===== src/rtl/fixed_point_accumulator_if.sv =====
// Product/result stream bundle for fixed_point_accumulator: product val/rdy in, result val/rdy out.
// The master side feeds products and consumes results; the accumulator itself is the slave.
interface fixed_point_accumulator_if #(
    parameter int n = 32
);
    logic         recv_val;
    logic         recv_rdy;
    logic [n-1:0] a;
    logic         send_val;
    logic         send_rdy;
    logic [n-1:0] c;
    logic         sat;

    modport master (
        output recv_val, a, send_rdy,
        input  recv_rdy, send_val, c, sat
    );

    modport slave (
        input  recv_val, a, send_rdy,
        output recv_rdy, send_val, c, sat
    );
endinterface


===== src/rtl/fixed_point_accumulator.sv =====
// Streaming accumulator: sums each group of m n-bit products and emits the n-bit result over val/rdy.
// Define FIXED_POINT_ACCUMULATOR_SATURATE_EN to clip results to the n-bit range (else modular wrap).
module fixed_point_accumulator #(
    parameter int n    = 32,
    parameter int m    = 4,
    parameter bit sign = 1'b1
) (
    input  logic                          clk,
    input  logic                          reset,
    fixed_point_accumulator_if.slave      bus
);
    localparam int CW = $clog2(m) + 1;
    localparam int W  = n + $clog2(m) + 1;

    typedef enum logic {
        ACCUM = 1'b0,
        SEND  = 1'b1
    } state_t;

    state_t              state;
    state_t              state_nxt;
    logic signed [W-1:0] acc_p0;
    logic signed [W-1:0] sum_p0;
    logic [CW-1:0]       count_p0;
    logic [n-1:0]        c_p1;
    logic                sat_p1;
    logic                accept;
    logic                handshake;
    logic                last;
    logic [n:0]          res;

    function automatic logic signed [W-1:0] extend(input logic [n-1:0] x);
        if (sign)
            return {{(W-n){x[n-1]}}, x};
        else
            return {{(W-n){1'b0}}, x};
    endfunction

    // Returns {clipped, value}.
    function automatic logic [n:0] round_sat(input logic signed [W-1:0] s);
`ifdef FIXED_POINT_ACCUMULATOR_SATURATE_EN
        if (sign) begin
            // In range exactly when every bit above the n-bit sign position matches it.
            if ((&s[W-1:n-1]) || !(|s[W-1:n-1]))
                return {1'b0, s[n-1:0]};
            else if (s[W-1])
                return {1'b1, 1'b1, {(n-1){1'b0}}};
            else
                return {1'b1, 1'b0, {(n-1){1'b1}}};
        end else begin
            if (|s[W-1:n])
                return {1'b1, {n{1'b1}}};
            else
                return {1'b0, s[n-1:0]};
        end
`else
        return {1'b0, s[n-1:0]};
`endif
    endfunction

    always_ff @(posedge clk) begin
        if (reset)
            state <= ACCUM;
        else
            state <= state_nxt;
    end

    always_comb begin
        state_nxt    = state;
        bus.recv_rdy = (state == ACCUM);
        bus.send_val = (state == SEND);
        accept       = bus.recv_val && (state == ACCUM);
        handshake    = bus.send_rdy && (state == SEND);
        last         = (count_p0 == CW'(m - 1));
        sum_p0       = acc_p0 + extend(bus.a);
        res          = round_sat(sum_p0);
        if (accept && last)
            state_nxt = SEND;
        else if (handshake)
            state_nxt = ACCUM;
    end

    // Stage p0: running sum; stage p1: result registered on the group's final accept.
    always_ff @(posedge clk) begin
        if (reset) begin
            acc_p0   <= '0;
            count_p0 <= '0;
            c_p1     <= '0;
            sat_p1   <= 1'b0;
        end else if (accept) begin
            acc_p0   <= sum_p0;
            count_p0 <= count_p0 + 1'b1;
            if (last) begin
                c_p1   <= res[n-1:0];
                sat_p1 <= res[n];
            end
        end else if (handshake) begin
            acc_p0   <= '0;
            count_p0 <= '0;
        end
    end

    assign bus.c   = c_p1;
    assign bus.sat = sat_p1;
endmodule


===== src/flat_wrapper.sv =====
// flat-port wrapper written by rule: the top's interface ports become plain ports
module fixed_point_accumulator_flat 
#(
    parameter int n    = 32,
    parameter int m    = 4,
    parameter bit sign = 1'b1
)
  (clk, reset, bus_recv_val, bus_a, bus_send_rdy, bus_recv_rdy, bus_send_val, bus_c, bus_sat);
  fixed_point_accumulator_if #(.n(n)) bus_i ();
  input  logic clk;
  input  logic reset;
  input wire logic [$bits(bus_i.recv_val)-1:0] bus_recv_val;
  input wire logic [$bits(bus_i.a)-1:0] bus_a;
  input wire logic [$bits(bus_i.send_rdy)-1:0] bus_send_rdy;
  output wire logic [$bits(bus_i.recv_rdy)-1:0] bus_recv_rdy;
  output wire logic [$bits(bus_i.send_val)-1:0] bus_send_val;
  output wire logic [$bits(bus_i.c)-1:0] bus_c;
  output wire logic [$bits(bus_i.sat)-1:0] bus_sat;
  assign bus_i.recv_val = bus_recv_val;
  assign bus_i.a = bus_a;
  assign bus_i.send_rdy = bus_send_rdy;
  assign bus_recv_rdy = bus_i.recv_rdy;
  assign bus_send_val = bus_i.send_val;
  assign bus_c = bus_i.c;
  assign bus_sat = bus_i.sat;
  fixed_point_accumulator #(.n(n), .m(m), .sign(sign)) u_core (.clk(clk), .reset(reset), .bus(bus_i));
endmodule

===== config.mk =====
export PLATFORM = sky130hd
export DESIGN_NAME = fixed_point_accumulator_flat
export DESIGN_NICKNAME = d
export VERILOG_FILES = /design/src/rtl/fixed_point_accumulator_if.sv /design/src/rtl/fixed_point_accumulator.sv /design/src/flat_wrapper.sv
export SDC_FILE = /design/constraint.sdc
export NUM_CORES = 1
export LEC_CHECK = 0
export CELL_PAD_IN_SITES_DETAIL_PLACEMENT = 1
export CELL_PAD_IN_SITES_GLOBAL_PLACEMENT = 1
export CORE_MARGIN = 2
export CORE_UTILIZATION = 40
export DETAILED_ROUTE_END_ITERATION = 7
export PLACE_DENSITY_LB_ADDON = 0.1
export REMOVE_ABC_BUFFERS = 1
export SETUP_SLACK_MARGIN = 0.1
export SKIP_CTS_REPAIR_TIMING = 1
export SYNTH_ARGS = -nofsm -noshare
export SYNTH_HDL_FRONTEND = slang
export SYNTH_SLANG_ARGS = --single-unit
export TNS_END_PERCENT = 5

===== constraint.sdc =====
create_clock -name clk -period 5.5 [get_ports clk]
set_input_delay 0.55 -clock clk [delete_from_list [all_inputs] [get_ports clk]]
set_output_delay 0.55 -clock clk [all_outputs]
set_load 0.02 [all_outputs]

Word level (Yosys, flattened, before mapping)

Index checks and enable logic that the tools add are counted.
W data, S select, Z words.

Word-level logic and storage cells: 20
Bits of input ports: 36
Register bits: 71
Output and inout port bits: 35

Eq/ne operators: 1
Multiplexer cells: 6
Add/subtract/negate cells: 2
Bitwise gates (word level): 1
Reduce and logical (&&, ||, !) cells: 6

Operators by type and width:

| operator              | count |
|---|---|
| $mux W35              | 2 |
| $add A35 B32 Y35      | 1 |
| $mux W3               | 2 |
| $reduce_bool A2 Y1    | 2 |
| $add A3 B1 Y3 const B | 1 |
| $eq A3 B2 Y1 const B  | 1 |
| $logic_and A1 B1 Y1   | 3 |
| $mux W1               | 2 |
| $reduce_and A2 Y1     | 1 |
| $not A1 Y1            | 1 |

Longest topological paths before layout

Depth in word-level cells: 4
Depth in mapped cells: 9
Depth with buffers taken out: 9

Worst setup path after synthesis

No wires, ideal clock.

Kind: input to register
Start point: in bus_a[0]
End point: reg u_core.acc_p0[16]
Required time: 5375 ps
Library setup time: 125 ps
Setup slack: 2981 ps
Stages on the path: 9
Arrival time: 2395 ps
Path buffers: 0
Cell sequence: ha_1 fa_1 a21oi_1 o211ai_1 and3_1 or2_1 a31oi_1 xor2_1 o21ai_1

Longest elaborated chain between the ends: 2

Ends and longest elaborated chain:

| what                 | RTL line                      | RTL |
|---|---|---|
| start, declared      | flat_wrapper.sv:13            | `input wire logic [$bits(bus_i.a)-1:0] bus_a;` |
| $add A35 B32 Y35     | fixed_point_accumulator.sv:75 | `sum_p0 = acc_p0 + extend(bus.a);` |
| $mux W35             | fixed_point_accumulator.sv:90 | `end else if (accept) begin` |
| end signal, assigned | fixed_point_accumulator.sv:91 | `acc_p0 <= sum_p0;` |
| end, declared        | fixed_point_accumulator.sv:22 | `logic signed [W-1:0] acc_p0;` |

Every way passes these cells.
A chain may end at the register's enable or synchronous reset.

Worst setup path after layout

Start point: in bus_a[0]
End point: reg u_core.c_p1[28], in the netlist u_core.bus.c[28]

Longest elaborated chain between the ends: 1

Ends and longest elaborated chain:

| what                 | RTL line                      | RTL |
|---|---|---|
| $add A35 B32 Y35     | fixed_point_accumulator.sv:75 |  |
| end signal, assigned | fixed_point_accumulator.sv:94 | `c_p1 <= res[n-1:0];` |
| end, declared        | fixed_point_accumulator.sv:25 | `logic [n-1:0] c_p1;` |

Every way passes these cells.

==> results.yml <==
grt:
  grt_start_max_net_pins: 60
  antenna_found_initial: 0
  grt_pass1_vias: 4405
  grt_overflow_total: 0
  grt_use_total_pct: 24.03
  grt_first_pass_wirelength_um: 21670
detailed_routing:
  drc: 0
  drtAntennaViolNets: 0
  drt-total-wl_um: 13160
  num_vias: 4182
  met1Wirelength_um: 5782
  initialDrtViolationCount: 177
  wl_met2_um: 6646
  drt-pass1-iter-count: 4
  detail_route.vias_per_cell: 5.729
  dr_wl_met3_um: 477
  topRoutingLayerUsed: "met4"
  routedWlPerCell_um: 18.03
clocking:
  cts_root_buf: "clkbuf_8"
  path_clk_slew_ps: 80
  clock-sinks: 68
  cts_tree: "built"
  cts.htree.levels: 3
  clock_latency_ps: 360
  cts_made_buffers: 9
  clock_path_buffers: 2
synth:
  synth_cell_types: 68
  synth_cells: 536
  synth_top_area_share_pct: 31.86
  synthTopCellsByArea: "dfxtp_1, ha_1, a21oi_1, nand2_1, nor2_1"
  yosys.area.top_type: "dfxtp_1"
  ys_seq_area_share_pct: 31.86
  synth_flop_cell: "dfxtp_1"
  synth-edff-count: 0
  synth-async-reset-ratio_pct: 0
  yosysWarnings: 0
  syn_avg_cell_area_um2: 7.972
  ys_ff_latch: 68
  syn_area_um2: 4273
power_and_ir_drop:
  pwr-share-clk_pct: 27.6
  p_int_uw: 978.6
  comb_power_share_pct: 36.6
  sequentialPowerShare_pct: 35.8
  power_leakage_nw: 2.055
  irDropWorstVdd_mv: 0.1259
  p_per_area_nw_per_um2: 297.8
  p_sw_uw: 580.5
  netSwitchingFraction_pct: 37.23
timing:
  finClkSkew_ps: 9.033
  hold_ws_ps: 455.7
  finalSetupViolCount: 0
  fmax_mhz: 333.5
  setup-tns-final_ps: 0
  tightest_slew_ps: 974.4
  final.min_clock_period_ps: 2998
  report.final.slew_viol_count: 0
  finalHoldViolCount: 0
  rsz0062_at_grt: "false"
  fin_crit_sh_pct: 54.52
  slew_headroom_pct: 34.75
die:
  rows: 37
  start_util_pct: 41.20
  design.core.area_um2: 10370
  ios: 71
  dieArea_um2: 11530
  die_height_um: 107.4
  fp.dieW_um: 107.4
critical_path:
  start_kind: "primary input"
  worstPathRequired_ps: 5760
  critical_path_class: "primary input to register"
  r2r_cells: 9
  worstPathArrival_ps: 3260
  crit_fanout: 6
  endpoint_kind: "register"
worst_hold_path:
  hold_path_depth: 2
  hp-class: "register to register"
finish:
  diodes: 0
  syn_to_final_growth_pct: 22.55
  drive_gt1_share_pct: 6.734
  nNetsFinal: 659
  n_fill_cell: 1244
job:
  max-cap-violations: 0
placed_design:
  port_buffers: 69
  dpl.hpwl_um: 9815
  routabilityCongestion: 0.8602
status:
  status: "finished, final reports clean"
[final timing paths]
path,from,end,slack [ps]
setup / recovery,bus_a[0],u_core.bus.c[28]$_SDFFE_PP0P_,2500
hold / removal,u_core.bus.c[11]$_SDFFE_PP0P_,u_core.bus.c[11]$_SDFFE_PP0P_,460
setup reg to reg,u_core.acc_p0[0]$_SDFFE_PP0P_,u_core.bus.c[28]$_SDFFE_PP0P_,2800
hold reg to reg,u_core.bus.c[11]$_SDFFE_PP0P_,u_core.bus.c[11]$_SDFFE_PP0P_,460
[area by class of cell]
cell class / count / area [um^2] / area share, %
Timing Repair Buffer: 75 / 730.7 / 13.95
Inverter: 8 / 30.03 / 0.5735
Tap cell: 136 / 170.2 / 3.250
Clock buffer: 10 / 137.6 / 2.628
Clock inverter: 6 / 63.81 / 1.219
Sequential cell: 68 / 1361 / 26.00
Multi-Input combinational cell: 427 / 2743 / 52.38
[sequential cells by signal, summed over array words and instances (netlist names)]
signal and cells:
u_core.bus.c 32, u_core.acc_p0 32, u_core.bus.send_val 1, u_core.count_p0 3
[worst max-delay path, stage by stage]
cell and delay (ps):
clkdlybuf4s50_1 460, ha_1 180, fa_1 230, a21oi_1 110
o211ai_1 470, nand3_1 220, a2111oi_0 540, nor3_1 110
xnor2_1 160, a22o_1 220
[through the flow]
stage          util [%]  instances  power, mW  setup slack (ps)  area [um^2]
2_1_floorplan         -        503     0.9679              2930         4131
4_1_cts           50.49        730      1.568              2543         5236
6_report          50.49        730      1.559              2502         5236
3_3_place_gp      48.55        714      1.116              2289         5035
5_1_grt           50.49        730      1.662              2302         5236
3_5_place_dp      48.55        714      1.137              2153         5035
[cell families (layout without fill, tap and decap cells)]
family / count (synthesis) / in the layout / share of synthesized area, %
buffers and inverters: 41 / 99 / 4.012
adders and majority gates: 34 / 34 / 10.13
DFF: 68 / 68 / 31.86
xor gates and xnor gates: 27 / 27 / 5.534
and+or+nand+nor: 195 / 195 / 21.87
other: 1 / 1 / 0.08776
AOI/OAI and AO/OA: 170 / 170 / 26.50
[cells in the final DEF (no fill, tap or decap), types with 11 or more instances in the layout]
| cell | instances |
|---|---|
| a22o_1 | 13 |
| nand4_1 | 12 |
| xor2_1 | 14 |
| ha_1 | 33 |
| xnor2_1 | 13 |
| nor2_1 | 52 |
| a22oi_1 | 12 |
| a21oi_1 | 57 |
| nand3_1 | 14 |
| clkdlybuf4s50_1 | 68 |
| nand2_1 | 68 |
| a21o_1 | 11 |
| o21ai_0 | 17 |
| dfxtp_1 | 68 |
[power groups by stage]
stage                     sequential [mW]  clock [mW]  combinational [mW]
after floorplan                     0.565           0               0.403
after global placement              0.567           0               0.550
after detailed placement            0.569           0               0.568
after CTS                           0.558       0.438               0.572
after global routing                0.563       0.464               0.635
final                               0.558       0.430               0.571
[routing by layer]
layer	global-route usage [%]	vias up
met3	4.661	18
met4	8.700	0
li1	-	2041
met5	0	-
met2	43.44	88
met1	28.07	2035
[Yosys cell counts (3+ instances only)]
library cell	count
a211oi_1	5
a21boi_0	3
a21boi_1	3
a21o_1	11
a21oi_1	57
a22o_1	13
a22oi_1	12
a31oi_1	5
buf_2	8
clkbuf_1	22
dfxtp_1	68
ha_1	33
inv_1	7
nand2_1	68
nand2b_1	4
nand3_1	14
nand3b_1	5
nand4_1	12
nand4b_1	4
nor2_1	52
nor2b_1	5
nor3_1	8
o211ai_1	3
o21a_1	6
o21ai_0	17
o21ai_1	8
o21bai_1	4
o31ai_1	3
or3_1	3
or4_1	4
xnor2_1	13
xor2_1	14
(Power assumes the default switching activity.)
==> edit 1, RTL diff (config.mk and constraints unchanged) <==
`m` is set to 4 in 2 places; all go to 8.
--- a/src/rtl/fixed_point_accumulator.sv
+++ b/src/rtl/fixed_point_accumulator.sv
@@ -2,7 +2,7 @@
 // Define FIXED_POINT_ACCUMULATOR_SATURATE_EN to clip results to the n-bit range (else modular wrap).
 module fixed_point_accumulator #(
     parameter int n    = 32,
-    parameter int m    = 4,
+    parameter int m    = 8,
     parameter bit sign = 1'b1
 ) (
     input  logic                          clk,
--- a/src/flat_wrapper.sv
+++ b/src/flat_wrapper.sv
@@ -2,7 +2,7 @@
 module fixed_point_accumulator_flat 
 #(
     parameter int n    = 32,
-    parameter int m    = 4,
+    parameter int m    = 8,
     parameter bit sign = 1'b1
 )
   (clk, reset, bus_recv_val, bus_a, bus_send_rdy, bus_recv_rdy, bus_send_val, bus_c, bus_sat);
Function: changed (Yosys sat finds a counterexample within 10 cycles, from zero or initial values and one cycle with reset high).
==> edit 1 against the original RTL <==
Cell area fell by 0.86%; synthesized area fell by 2.0%; sequential cell count rose by 1; wire length fell by 9.3%; first-iteration DRC count decreased by 21%; combinational power down 8.2%; highest routed layer unchanged; cell count shrank 1.2%; power decreased by 1.8%; worst setup slack worse by 360 ps.
==> edit 1: results (changes against the original RTL) <==
FIRST_PASS_GRT_WIRE_LENGTH_MM=20.0  # was 21.7 mm
SYNTH_WARNINGS=0  # unchanged
SYNTH_AREA_PER_CELL_SQ_UM=8.00  # was 7.97 sq um
FIRST_ITER_VIOLATIONS=140  # was 177
YS_SEQ_AREA_FRAC=0.330  # was 0.319
FINALCLOCKSKEW_PS=6.18  # was 9.03 ps
PEAKVDDDROP_V=0.000110  # was 0.000126 V
CRIT_ARRIVAL_PS=3610  # was 3260 ps
CLOCK_PATH_BUFFERS=2  # unchanged
GRT_PASS1_VIAS=4054  # was 4,405
GP_CONGESTION=0.882  # was 0.860
SYNTH-EDFF-COUNT=0  # unchanged
FINISH.NET_COUNT=649  # was 659
TOTAL_GRT_USAGE=0.223  # was 0.240
MIN_PATH_TYPE='flop to flop'  # unchanged
P_LEAK_uW=0.00216  # was 0.00205 uW
ROUTED_WIRE_LENGTH_PER_INSTANCE_MICRONS=16.6  # was 18.0 microns
SLEW-LIMIT-HEADROOM=0.362  # was 0.347
TOTAL_COUNT_OF_MAX_TRANSITION_VIOLATIONS_IN_THE_FINAL_REPORT=0  # unchanged
INSERTED_DIODES=0  # unchanged
OUTCOME='finished clean'  # unchanged
PLACEDCELLCOUNT=705  # was 714
CTS_INSERTED_BUFFERS=9  # unchanged
DRIVE_GT1_FRAC=0.0581  # was 0.0673
YS_ASYNC_SR_FRACTION=0  # unchanged
VIAS=3969  # was 4,182
DP_HPWL_MM=8.94  # was 9.81 mm
PORT_BUFFERS=69  # unchanged
POST_LAYOUT_NONFILLER_INSTANCES=721  # was 730
H-TREE-DEPTH=3  # unchanged
POST_SYNTH_MOST_FREQUENT_CELLS='sky130_fd_sc_hd__nand2_1, sky130_fd_sc_hd__dfxtp_1, sky130_fd_sc_hd__a21oi_1, sky130_fd_sc_hd__nor2_1, sky130_fd_sc_hd__ha_1'  # was sky130_fd_sc_hd__dfxtp_1, sky130_fd_sc_hd__nand2_1, sky130_fd_sc_hd__a21oi_1, sky130_fd_sc_hd__nor2_1, sky130_fd_sc_hd__ha_1
DRT-PASS1-ITER-COUNT=4  # unchanged
CELL_AT_THE_ROOT_OF_THE_CLOCK_TREE='sky130_fd_sc_hd__clkbuf_8'  # unchanged
MAIN_AREA_CONTRIBUTORS_AFTER_SYNTHESIS='sky130_fd_sc_hd__dfxtp_1, sky130_fd_sc_hd__ha_1, sky130_fd_sc_hd__a21oi_1'  # unchanged
WORSTSKEWPAIRLATENCY_PS=360  # about the same
ANTENNA_FOUND_INITIAL=0  # unchanged
WORSTPATHMAXFANOUT=3  # was 6
GRT_MAX_DEGREE=34  # was 60
SYNTH.DISTINCT_CELLS=57  # was 68
CLK_PIN_SLEW_WORST_PATHS_PS=70
edit 1: metal layers:
layer  up-vias  share of wire  global-route usage
li1       1973              -                   -
met5         -              0                   0
met2        73           0.45               0.351
met4         0          0.015              0.0789
met3        13          0.031              0.0300
met1      1910           0.51               0.311
edit 1: path summary, 6_finish.rpt:
check / startpoint / end / slack (ps) / cells after the start
setup / recovery: bus_a[0] / u_core.acc_p0[30] / 2140 / 12
hold / removal: u_core.bus.c[3] / u_core.bus.c[3] / 460 / 2
setup reg to reg: u_core.acc_p0[0] / u_core.acc_p0[30] / 2460 / 11
hold reg to reg: u_core.bus.c[3] / u_core.bus.c[3] / 460 / 2
edit 1: worst max-delay path, cell delays in order:
cell and delay, ps:
sky130_fd_sc_hd__clkdlybuf4s50_1 410, sky130_fd_sc_hd__ha_1 260, sky130_fd_sc_hd__fa_1 420, sky130_fd_sc_hd__a21oi_1 200, sky130_fd_sc_hd__o21ai_1 100, sky130_fd_sc_hd__a21o_1 210
sky130_fd_sc_hd__a31oi_1 420, sky130_fd_sc_hd__o211a_1 290, sky130_fd_sc_hd__o21ai_2 90, sky130_fd_sc_hd__a311oi_2 380, sky130_fd_sc_hd__xor2_1 180, sky130_fd_sc_hd__o21ai_1 80
edit 1: stage by stage:
step / setup slack, ps / cell area [sq um] / util / total power, uW
floorplan: 1550 / 4060 / - / 946
global placement: 1960 / 4980 / 0.487 / 1080
detailed placement: 1770 / 4980 / 0.487 / 1090
CTS: 2130 / 5190 / 0.507 / 1540
global route: 1820 / 5190 / 0.507 / 1630
finish: 2140 / 5190 / 0.507 / 1530
edit 1: power breakdown:
group | total (uW) | internal, uW | switching (uW)
logic | 524 | 217 | 308
clock network | 448 | 244 | 204
registers | 558 | 536 | 21.6
total | 1530 | 997 | 533
edit 1: final cells by class:
type,instances,area [sq um]
clock buffers,12,165
clock inverters,4,45.0
fillers,1249,5040
inverters,13,48.8
multi-input cells,410,2640
flip-flops and latches,69,1380
well taps,136,170
repair buffers,77,746
edit 1: cells by family (layout without fill, tap and decap cells):
group / count (synthesis) / count (layout) / synth area share
compound gates: 173 / 173 / 0.277
xor+xnor: 31 / 31 / 0.0667
fa+ha+maj: 33 / 33 / 0.100
buf+inv: 44 / 106 / 0.0419
flops: 69 / 69 / 0.330
other cells: 1 / 1 / 0.000896
simple gates: 172 / 172 / 0.184
==> edit 2, RTL diff (same settings) <==
Made on the original files. Make the reset (`reset`) asynchronous in 2 clocked blocks.
--- a/src/rtl/fixed_point_accumulator.sv
+++ b/src/rtl/fixed_point_accumulator.sv
@@ -58,7 +58,7 @@
 `endif
     endfunction
 
-    always_ff @(posedge clk) begin
+    always_ff @(posedge clk or posedge reset) begin
         if (reset)
             state <= ACCUM;
         else
@@ -81,7 +81,7 @@
     end
 
     // Stage p0: running sum; stage p1: result registered on the group's final accept.
-    always_ff @(posedge clk) begin
+    always_ff @(posedge clk or posedge reset) begin
         if (reset) begin
             acc_p0   <= '0;
             count_p0 <= '0;
Function: changed (a bounded check fails within 10 cycles, from zero or initial values and one cycle with reset high; the reset may be asserted at any time).
==> edit 2 against the original RTL <==
Synthesized area shrank 0.26%; sequential share of layout area grew 6.2 points; cell area grew 0.98%; worst setup slack lost 110 ps; cell count shrank 12%; fmax shrank 3.4%; sequential cell count is the same; wire length shrank 15%; critical path type unchanged; critical endpoint is now u_core.acc_p0[20].
Power is not compared: it rests on default switching activity, and its combinational part moved more than twofold at a synthesized area within 25%.
==> edit 2: results (changes against the original RTL) <==
MAIN_AREA_CONTRIBUTORS_AFTER_SYNTHESIS='sky130_fd_sc_hd__dfrtp_1, sky130_fd_sc_hd__ha_1, sky130_fd_sc_hd__nand2_1'  # was sky130_fd_sc_hd__dfxtp_1, sky130_fd_sc_hd__ha_1, sky130_fd_sc_hd__a21oi_1
FIRST_ITER_VIOLATIONS=113  # was 177
REGAREA_SQ_UM=1700  # was 1360 sq um
MIN_FROM='u_core.bus.c[8]'  # was u_core.bus.c[11]
ROUTED_WIRE_LENGTH_PER_INSTANCE_MICRONS=17.6  # was 18.0 microns
LAYOUT.NONCLK_BUF_FRAC=0.138  # was 0.140
DETAILROUTE.WIRELENGTH.MET3_MICRONS=352  # was 477 microns
FRACTION_OF_AREA_IN_MULTI_INPUT_GATES=0.459  # was 0.524
FINAL.FILL_COUNT=1174  # was 1,244
OUTCOME='finished clean'  # unchanged
GLOBALROUTEMET3UTIL=0.0450  # was 0.0466
AREA_SHARE_CLOCK_BUF_INV=0.0426  # was 0.0385
YS_SEQ_AREA_FRAC=0.399  # was 0.319
CP-ENDPOINT='u_core.acc_p0[20]'  # was u_core.bus.c[28]
YS_ASYNC_SR_FRACTION=1.00  # was 0
WORST_SLEW_PIN_SLEW_PS=879  # was 974 ps
GLOBAL_ROUTE.USAGE.MET1=0.284  # was 0.281
GP_CONGESTION=0.833  # was 0.860
GRT_PASS1_VIAS=3851  # was 4,405
CRIT_ARRIVAL_PS=3330  # was 3260 ps
DP_HPWL_MM=8.06  # was 9.81 mm
DRT-MET1-WL_MM=5.41  # was 5.78 mm
NON_CLOCK_INVERTER_COUNT_IN_THE_FINAL_LAYOUT=10  # was 8
MET2_USAGE_IN_GLOBAL_ROUTING=0.341  # was 0.434
RR_STARTPOINT='u_core.acc_p0[0]'  # unchanged
MET2ROUTEDLENGTH_MM=5.32  # was 6.65 mm
FIRST_PASS_GRT_WIRE_LENGTH_MM=19.1  # was 21.7 mm
COMB.MULTI_INPUT.COUNT=336  # was 427
TIMING.HOLD.WORST_ENDPOINT='u_core.bus.c[8]'  # was u_core.bus.c[11]
NUM-NONCLK-BUFFERS=74  # was 75
WORSTPATHMAXFANOUT=4  # was 6
TOTAL_GRT_USAGE=0.211  # was 0.240
POST_SYNTH_MOST_FREQUENT_CELLS='sky130_fd_sc_hd__dfrtp_1, sky130_fd_sc_hd__nand2_1, sky130_fd_sc_hd__ha_1, sky130_fd_sc_hd__o21ai_0, sky130_fd_sc_hd__a21oi_1'  # was sky130_fd_sc_hd__dfxtp_1, sky130_fd_sc_hd__nand2_1, sky130_fd_sc_hd__a21oi_1, sky130_fd_sc_hd__nor2_1, sky130_fd_sc_hd__ha_1
SYNTH.DISTINCT_CELLS=66  # was 68
[edit 2: cell types whose count changed in the layout (fill, tap and decap cells not counted), sizes merged, moves of 6 or more]
cell and delta:
a21o +6, a21oi -36, a22oi -10, dfrtp +68, dfxtp -68, mux2 +14, nand2 -14, nor2 -38
nor3 -6, o21ai +9
[edit 2: power by group]
group	internal (uW)	switching, uW	total (uW)	leakage (uW)
combinational	856	1060	1910	0.00142
sequential	744	138	881	0.000840
clock	267	209	476	0.000116
total	1870	1400	3270	0.00238
[edit 2: critical path: stages]
cell and delay, ps:
sky130_fd_sc_hd__clkdlybuf4s50_1 410, sky130_fd_sc_hd__ha_1 240, sky130_fd_sc_hd__fa_1 410, sky130_fd_sc_hd__a21o_1 230
sky130_fd_sc_hd__a221oi_2 460, sky130_fd_sc_hd__or4b_4 270, sky130_fd_sc_hd__a21oi_1 80, sky130_fd_sc_hd__o31ai_1 280
sky130_fd_sc_hd__nor3b_1 300, sky130_fd_sc_hd__o31ai_1 100
[edit 2: logic make-up (layout without fill, tap and decap cells)]
family,Yosys count,in the layout,share of synthesized area
AOI/OAI and AO/OA,145,145,0.240
xor gates and xnor gates,23,23,0.0505
adders and majority gates,34,34,0.102
buffers and inverters,28,100,0.0332
DFF,68,68,0.399
muxes,14,14,0.0370
other,1,1,0.000880
and+or+nand+nor,119,119,0.137
[edit 2: metrics by stage]
step	cell area [sq um]	setup slack, ps	cells	hold WS, ps
CTS	5290	2380	640	483
detailed placement	5060	2030	624	462
global route	5290	2200	640	515
finish	5290	2400	640	476
floorplan	4160	2750	414	450
global placement	5060	2140	624	458
